--- src/rtl/fifo_pkg.sv ---
// Shared definitions for the FIFO read-side blocks: arbiter state encoding and
// an elaboration-time ceil(log2) helper.
package fifo_pkg;

  typedef enum logic {
    ST_IDLE  = 1'b0,
    ST_BURST = 1'b1
  } arb_state_e;

  function automatic int unsigned clog2(input int unsigned v);
    int unsigned r;
    r = 0;
    while ((64'd1 << r) < 64'(v)) r++;
    return r;
  endfunction

endpackage

--- src/rtl/fifo_rd_arbiter_if.sv ---
// FIFO read-port and consumer handshake bundle seen by the read-side arbiter.
// master = arbiter side, slave = FIFO/consumer side.
interface fifo_rd_arbiter_if #(
  parameter int unsigned DSIZE = 8,
  parameter int unsigned NREQ  = 4
);
  logic             rempty;
  logic             arempty;
  logic [DSIZE-1:0] rdata;
  logic             rinc;
  logic [NREQ-1:0]  req;
  logic [NREQ-1:0]  m_ready;
  logic [NREQ-1:0]  m_valid;
  logic [DSIZE-1:0] m_data;
  logic [NREQ-1:0]  grant;
  logic             busy;
  logic             burst_done;

  modport master (
    input  rempty, arempty, rdata, req, m_ready,
    output rinc, m_valid, m_data, grant, busy, burst_done
  );

  modport slave (
    output rempty, arempty, rdata, req, m_ready,
    input  rinc, m_valid, m_data, grant, busy, burst_done
  );
endinterface

--- src/rtl/fifo_rd_arbiter_rr_pick.sv ---
// Combinational round-robin picker: first set request bit at or after i_ptr,
// wrapping modulo N.
module rr_pick
  import fifo_pkg::*;
#(
  parameter int unsigned N  = 4,
  parameter int unsigned IW = clog2(N)
) (
  input  logic [N-1:0]  i_req,
  input  logic [IW-1:0] i_ptr,
  output logic [N-1:0]  o_onehot_c,
  output logic [IW-1:0] o_idx_c,
  output logic          o_any_c
);

  int unsigned w_k;

  always_comb begin
    o_onehot_c = '0;
    o_idx_c    = '0;
    o_any_c    = 1'b0;
    w_k        = 0;
    for (int unsigned off = 0; off < N; off++) begin
      w_k = (32'(i_ptr) + off) % N;
      if (!o_any_c && i_req[IW'(w_k)]) begin
        o_any_c = 1'b1;
        o_idx_c = IW'(w_k);
      end
    end
    if (o_any_c) o_onehot_c = N'(1) << o_idx_c;
  end

endmodule

--- src/rtl/fifo_rd_arbiter.sv ---
// Round-robin burst arbiter sharing the async FIFO read port between NREQ
// consumers in the read clock domain.
module fifo_rd_arbiter
  import fifo_pkg::*;
#(
  parameter int unsigned DSIZE         = 8,
  parameter int unsigned NREQ          = 4,
  parameter int unsigned MAXBURST      = 4,
  parameter int unsigned EMPTY_RELEASE = 1
) (
  input  logic          rclk,
  input  logic          rrst,
  fifo_rd_arbiter_if.master bus
);

  localparam int unsigned   IW        = clog2(NREQ);
  localparam int unsigned   CW        = clog2(MAXBURST + 1);
  localparam logic [CW-1:0] LAST_BEAT = CW'(MAXBURST - 1);
  localparam logic [IW-1:0] LAST_IDX  = IW'(NREQ - 1);

  arb_state_e      r_state;
  logic [IW-1:0]   r_owner;
  logic [IW-1:0]   r_rr;
  logic [CW-1:0]   r_cnt;
  logic [NREQ-1:0] r_grant;
  logic            r_burst_done;

  logic [NREQ-1:0] w_pick_oh;
  logic [IW-1:0]   w_pick_idx;
  logic            w_pick_any;
  logic            w_act;
  logic            w_xfer;
  logic            w_last;
  logic            w_withdraw;
  logic            w_empty_rel;
  logic            w_exit;

  rr_pick #(.N(NREQ), .IW(IW)) u_pick (
    .i_req      (bus.req),
    .i_ptr      (r_rr),
    .o_onehot_c (w_pick_oh),
    .o_idx_c    (w_pick_idx),
    .o_any_c    (w_pick_any)
  );

  // Reset gates the handshake so no word is consumed in the reset cycle.
  assign w_act       = (r_state == ST_BURST) && !rrst;
  assign w_xfer      = w_act && !bus.rempty && bus.m_ready[r_owner];
  assign w_last      = w_xfer && (r_cnt == LAST_BEAT);
  assign w_withdraw  = !bus.req[r_owner] && !w_xfer;
  assign w_empty_rel = (EMPTY_RELEASE != 0) && (bus.rempty || (bus.arempty && w_xfer));
  assign w_exit      = w_last || w_withdraw || w_empty_rel;

  assign bus.rinc       = w_xfer;
  assign bus.m_valid    = (w_act && !bus.rempty) ? r_grant : '0;
  assign bus.m_data     = bus.rdata;
  assign bus.grant      = r_grant;
  assign bus.busy       = (r_state == ST_BURST);
  assign bus.burst_done = r_burst_done;

  always_ff @(posedge rclk) begin
    if (rrst) begin
      r_state      <= ST_IDLE;
      r_owner      <= '0;
      r_rr         <= '0;
      r_cnt        <= '0;
      r_grant      <= '0;
      r_burst_done <= 1'b0;
    end else begin
      r_burst_done <= 1'b0;
      case (r_state)
        ST_IDLE: begin
          if (w_pick_any && !bus.rempty) begin
            r_state <= ST_BURST;
            r_owner <= w_pick_idx;
            r_grant <= w_pick_oh;
            r_cnt   <= '0;
            r_rr    <= (w_pick_idx == LAST_IDX) ? '0 : w_pick_idx + IW'(1);
          end
        end
        ST_BURST: begin
          if (w_xfer) r_cnt <= r_cnt + CW'(1);
          if (w_exit) begin
            r_state      <= ST_IDLE;
            r_grant      <= '0;
            r_burst_done <= 1'b1;
          end
        end
        default: r_state <= ST_IDLE;
      endcase
    end
  end

endmodule

--- src/flat_wrapper.sv ---
// flat-port wrapper written by rule: the top's interface ports become plain ports
module fifo_rd_arbiter_flat import fifo_pkg::*;
#(
  parameter int unsigned DSIZE         = 8,
  parameter int unsigned NREQ          = 4,
  parameter int unsigned MAXBURST      = 4,
  parameter int unsigned EMPTY_RELEASE = 1
)
  (rclk, rrst, bus_rempty, bus_arempty, bus_rdata, bus_req, bus_m_ready, bus_rinc, bus_m_valid, bus_m_data, bus_grant, bus_busy, bus_burst_done);
  fifo_rd_arbiter_if #(.DSIZE(DSIZE), .NREQ(NREQ)) bus_i ();
  input  logic rclk;
  input  logic rrst;
  input wire logic [$bits(bus_i.rempty)-1:0] bus_rempty;
  input wire logic [$bits(bus_i.arempty)-1:0] bus_arempty;
  input wire logic [$bits(bus_i.rdata)-1:0] bus_rdata;
  input wire logic [$bits(bus_i.req)-1:0] bus_req;
  input wire logic [$bits(bus_i.m_ready)-1:0] bus_m_ready;
  output wire logic [$bits(bus_i.rinc)-1:0] bus_rinc;
  output wire logic [$bits(bus_i.m_valid)-1:0] bus_m_valid;
  output wire logic [$bits(bus_i.m_data)-1:0] bus_m_data;
  output wire logic [$bits(bus_i.grant)-1:0] bus_grant;
  output wire logic [$bits(bus_i.busy)-1:0] bus_busy;
  output wire logic [$bits(bus_i.burst_done)-1:0] bus_burst_done;
  assign bus_i.rempty = bus_rempty;
  assign bus_i.arempty = bus_arempty;
  assign bus_i.rdata = bus_rdata;
  assign bus_i.req = bus_req;
  assign bus_i.m_ready = bus_m_ready;
  assign bus_rinc = bus_i.rinc;
  assign bus_m_valid = bus_i.m_valid;
  assign bus_m_data = bus_i.m_data;
  assign bus_grant = bus_i.grant;
  assign bus_busy = bus_i.busy;
  assign bus_burst_done = bus_i.burst_done;
  fifo_rd_arbiter #(.DSIZE(DSIZE), .NREQ(NREQ), .MAXBURST(MAXBURST), .EMPTY_RELEASE(EMPTY_RELEASE)) u_core (.rclk(rclk), .rrst(rrst), .bus(bus_i));
endmodule
--- config.mk ---
export PLATFORM = sky130hd
export DESIGN_NAME = fifo_rd_arbiter_flat
export DESIGN_NICKNAME = d
export VERILOG_FILES = /design/src/rtl/fifo_pkg.sv /design/src/rtl/fifo_rd_arbiter_if.sv /design/src/rtl/fifo_rd_arbiter_rr_pick.sv /design/src/rtl/fifo_rd_arbiter.sv /design/src/flat_wrapper.sv
export SDC_FILE = /design/constraint.sdc
export NUM_CORES = 1
export LEC_CHECK = 0
export BUFFER_PORTS_ARGS = -buffer_cell sky130_fd_sc_hd__buf_2
export CAP_MARGIN = 5
export CORE_MARGIN = 2
export CORE_UTILIZATION = 49
export CTS_CLUSTER_SIZE = 24
export DETAILED_ROUTE_END_ITERATION = 6
export PLACE_DENSITY = 0.85
export SLEW_MARGIN = 20
export SYNTH_ARGS = -nofsm -noshare
export SYNTH_HDL_FRONTEND = slang
export SYNTH_HIERARCHICAL = 1
export SYNTH_SLANG_ARGS = --single-unit
--- constraint.sdc ---
create_clock -name rclk -period 3.2 [get_ports rclk]
set_input_delay 0.48 -clock rclk [delete_from_list [all_inputs] [get_ports rclk]]
set_output_delay 0.48 -clock rclk [all_outputs]
set_load 0.01 [all_outputs]
Word level (Yosys, flattened, before mapping). Index checks and enable logic that the tools add are counted.

Register bits: 13. Bits of input ports: 20. Logic and storage cells: 80.

$add $sub $neg: 5. $lt $le $gt $ge: 5. Equal/unequal tests: 5. Shift-type cells: 1. Muxes and demuxes: 33. Bitwise operators: 1. Reduce and logical (&&, ||, !) cells: 24.

Operator list (number): 2-to-1 mux 4 bit (4); < comparator 2 x 3 -> 1 bit, second input constant (5); 2-to-1 mux 1 bit (13); binary-select mux 1 bit (select 2 bit) (6); logical AND 1 bit (10); 2-to-1 mux 2 bit (5); case mux 4 bit (2 select lines) (1); zero test 1 bit (7); 2-to-1 mux 3 bit (2); case mux 3 bit (2 select lines) (1); AND reduction 2 bit (3); adder 2 x 1 -> 2 bit, second input constant (2); adder 2 bit, second input constant (2); inequality test 2 bit, second input constant (2); left shift 1 x 2 -> 4 bit, first input constant (1); adder 3 x 1 -> 3 bit, second input constant (1); equality test 3 x 2 -> 1 bit, second input constant (1); logical OR 1 bit (3); equality test 2 bit, second input constant (1); inequality test 2 x 1 -> 1 bit, second input constant (1); case mux 1 bit (2 select lines) (1); OR reduction 2 bit (1); inverter 1 bit (1).

Logic depth before layout (Yosys ltp).
Depth in word-level cells: 16. Gate-level depth with buffers: 8. Gate-level depth less buffers: 7.

By module. Netlist, hierarchy kept.

Modules (own cells, without submodules): fifo_rd_arbiter (instances 1, cells an instance 77, area each 685.7 µm², sequential area each 260.2 µm²); rr_pick (instances 1, cells an instance 32, area each 182.7 µm², sequential area each 0.0 µm²).

Least setup slack after synthesis. OpenSTA, ideal clock, no wires.

Path type: input port to flip-flop. Start point: input port bus_m_ready[3]. End point: register u_core.r_grant[0], in the netlist u_core/bus.grant[0]. Setup time: 0.117 ns. Arrival time: 1.638 ns. Setup slack: 1.445 ns. Cell stages on the path: 4. Buffers on the path: 0. Cells stage by stage: mux4_2 and4_1 a311o_1 a22o_1.

Cells in the longest elaborated chain, start to end: 9.

RTL lines: start: declaration (line flat_wrapper.sv:17) `input wire logic [$bits(bus_i.m_ready)-1:0] bus_m_ready;`; binary-select mux 1 bit (select 2 bit) * (line fifo_rd_arbiter.sv:48) `assign w_xfer = w_act && !bus.rempty && bus.m_ready[r_owner];`; 2-to-1 mux 1 bit (not written as such) * (line fifo_rd_arbiter.sv:48); logical AND 1 bit * (line fifo_rd_arbiter.sv:48); zero test 1 bit (line fifo_rd_arbiter.sv:50) `assign w_withdraw = !bus.req[r_owner] && !w_xfer;`; logical AND 1 bit (line fifo_rd_arbiter.sv:50); logical OR 1 bit (line fifo_rd_arbiter.sv:52) `assign w_exit = w_last || w_withdraw || w_empty_rel;`; logical OR 1 bit * (line fifo_rd_arbiter.sv:52); inequality test 2 bit (no source line) *; AND reduction 2 bit (no source line) *; end signal: assignment (line fifo_rd_arbiter.sv:76) `r_grant <= w_pick_oh;`; end: declaration (line fifo_rd_arbiter.sv:25) `logic [NREQ-1:0] r_grant;`.

Mark *: on every way between the ends. The rest lies on a longest branch, timed or not. The select of a mux whose other input is x is not followed. A chain may end at the register's enable or synchronous reset.

Final worst setup path.
Start point: register u_core.r_owner[0]. End point: output port bus_rinc.

Cells in the longest elaborated chain, start to end: 3.

RTL lines: start: declaration (line fifo_rd_arbiter.sv:22) `logic [IW-1:0] r_owner;`; start signal: assignment (line fifo_rd_arbiter.sv:75) `r_owner <= w_pick_idx;`; binary-select mux 1 bit (select 2 bit) (line fifo_rd_arbiter.sv:48); 2-to-1 mux 1 bit (not written as such) (line fifo_rd_arbiter.sv:48); logical AND 1 bit (line fifo_rd_arbiter.sv:48); end: declaration (line flat_wrapper.sv:18) `output wire logic [$bits(bus_i.rinc)-1:0] bus_rinc;`.

Every way passes these cells. The select of a mux whose other input is x is not followed.

==> flow_summary.ini <==
[yosys]
synth_top_flop_cell = dfxtp_1
ys_seq_elements = 13
synth_top_cell_by_area = dfxtp_1
synth_compound_area_share_pct = 20.7
synthArstFlopShare_pct = 0
yosys.area_share.simple_pct = 24.8
synth_seq_area_share_pct = 30.0
synth_cell_types = 34
yosysWarnings = 6
synth-edff-count = 0
synth_xor_area_share_pct = 0
synth_top_area_share_pct = 30.0
ys_top_cells_by_area = dfxtp_1, buf_4, a21oi_1
synth.area.mux_share_pct = 7.49
synth_top_cells_by_count = dfxtp_1, nor2_1, a21oi_1, buf_4, nand2_1
syn-instance-count = 109
synth_fp_nets = 132
yosys.area_share.adder_pct = 4.32
synth_most_common_cell = dfxtp_1
synth_top_family_by_area = simple AND/OR/NAND/NOR gates
syn_area_sq_um = 868
avgSynthCellArea_sq_um = 7.97

[clock_tree]
htree_levels = 1
clockBufferDepth = 2
postCtsResizedCells = 0
clkLatencyLatePin_ns = 0.27
cts_sinks = 13
post_cts_buffers = 0
cts_tree = done
clk_pin_slew_worst_paths_ns = 0.08
ctsHoldBuffers = 0
cts_root_buf = clkbuf_4
numCtsBuffers = 3

[min_path]
worstHoldStart = u_core/r_cnt[2]
hold_depth = 2
hold_class = register to register
holdPathEnd = u_core/r_cnt[2]

[place]
dpl.hpwl_mm = 1.41
place_area_sq_um = 916
gp_congestion = 0.790
io_buffers = 22

[sta]
finalHoldViolations = 0
period_minus_slack_ns = 2.15
rsz0062_at_grt = false
slew_violations = 0
clock_skew_ns = 0.000361
fin_tns_setup_ns = 0
finalCritPeriodShare_pct = 67.2
fmax_mhz = 465
worst_pin_slew_ns = 0.553
setup_viol = 0
slew_headroom_pct = 63.0

[floorplan]
initial_core_util_pct = 51.4
die_h_um = 46.1
dieArea_sq_mm = 0.00212
rows = 15
die_w_um = 46.1
num_io_pins = 39
core_area_sq_mm = 0.00169

[grt]
grt-ovfl-total = 0
gr-usage-all-layers_pct = 17.9
grt_pass1_vias = 713
grt_antenna_before_repair = 0
grt_pass1_wl_mm = 2.80
grt_max_degree = 13

[critical_path]
worstSetupStartpointType = register
crit_path_end_kind = primary output
arrival_ns = 1.67
r2r-end = u_core/bus.grant[1]
crit_type = register to primary output
r2r_start = u_core/r_owner[0]
worst-path-max-fanout = 7
worstPathRequired_ns = 2.72
worst-r2r-setup-slack_ns = 1.39
reg2regPathDepth = 4

[drt]
drcViolationCount = 0
ant_nets = 0
wl_met1_um = 679
met3_length_um = 121
routed.top_layer = met4
drt_first_iter_violations = 16
vias = 813
finalWirelength_mm = 1.79
wl_met2_um = 956
drt-vias-per-instance = 5.85
first_pass_iters = 4
routedWlPerCell_um = 12.9

[layout]
final_cell_area_sq_um = 942
syn_to_final_growth_pct = 8.50
antenna_cells = 0
drive_gt1_share_pct = 24.6
nNetsFinal = 146

[pwr]
p_leak_nw = 0.449
ir_worst_vdd_mv = 0.226
power_density_mw_per_mm2 = 392
fin_total_pwr_mw = 0.370

[status]
status = finished clean

[flow_run]
cap_violations = 0
logic make-up after synthesis:
family,after synthesis
buffers and inverters,20
flip-flops,13
multiplexers,4
AND/OR/NAND/NOR,43
AO/OA/AOI/OAI,26
adder cells (fa/ha/maj),3
per-layer routing:
metal  vias up  GRT usage [%]
met2        31           35.8
li1        402              -
met3         8           2.35
met4         0           5.71
met5         -              0
met1       372           18.5
per-stage QoR:
step	hold WS [ns]	util, %	instances	setup WS [ns]
after floorplan	0.443	-	109	1.45
after global placement	0.461	54.2	135	1.24
after detailed placement	0.469	54.2	135	1.16
after CTS	0.481	55.8	139	1.05
after global routing	0.517	55.8	139	0.937
final	0.481	55.8	139	1.05
layout make-up:
class	count	area, sq um
timing repair buffer	22	110
tap	17	21.3
sequential	13	260
clock buffer	4	26.3
multi-input combinational	76	498
inverter	7	26.3
fill	149	747
critical path, cell delays in order, from the launching register on:
cell and delay [ns]:
dfxtp_1 0.40, mux4_2 0.55, nand3_1 0.25, inv_1 0.06
buf_2 0.14
power by group:
part	internal [mW]	switching, mW	total [mW]
sequential	0.171	0.0135	0.184
clock	0.0482	0.0521	0.100
combinational	0.0383	0.0469	0.0852
total	0.257	0.112	0.370
layout by cell type, fill, tap and decap left out, types with 2 or more instances in the layout:
master     n
a21oi_1    9
a22o_1     4
and3_1     4
buf_2     22
clkbuf_4   3
dfxtp_1   13
ha_1       3
inv_1      7
mux2i_1    2
mux4_2     2
nand2_1    9
nand2b_1   2
nand3_1    3
nor2_1    12
nor2b_1    2
nor3_1     5
o21ai_0    2
o21ai_1    2
state kept, by name, summed over array words and instances, names as in the netlist:
name	flops
u_core/r_rr	2
u_core/bus.burst_done	1
u_core/r_owner	2
u_core/r_cnt	3
u_core/bus.busy	1
u_core/bus.grant	4
how the worst max path moves through the flow:
stage / from / endpoint / slack [ns] / cells after the start
2_1_floorplan: bus_m_ready[3] / u_core/bus.grant[0] / 1.45 / 4
3_3_place_gp: bus_m_ready[3] / bus_rinc / 1.24 / 5
3_5_place_dp: rrst / u_core/bus.grant[1] / 1.16 / 5
4_1_cts: u_core/r_owner[0] / bus_rinc / 1.05 / 4
5_1_grt: u_core/r_owner[0] / bus_rinc / 0.94 / 4
6_report: u_core/r_owner[0] / bus_rinc / 1.05 / 4
No activity file was read; power rests on OpenSTA's default activity.
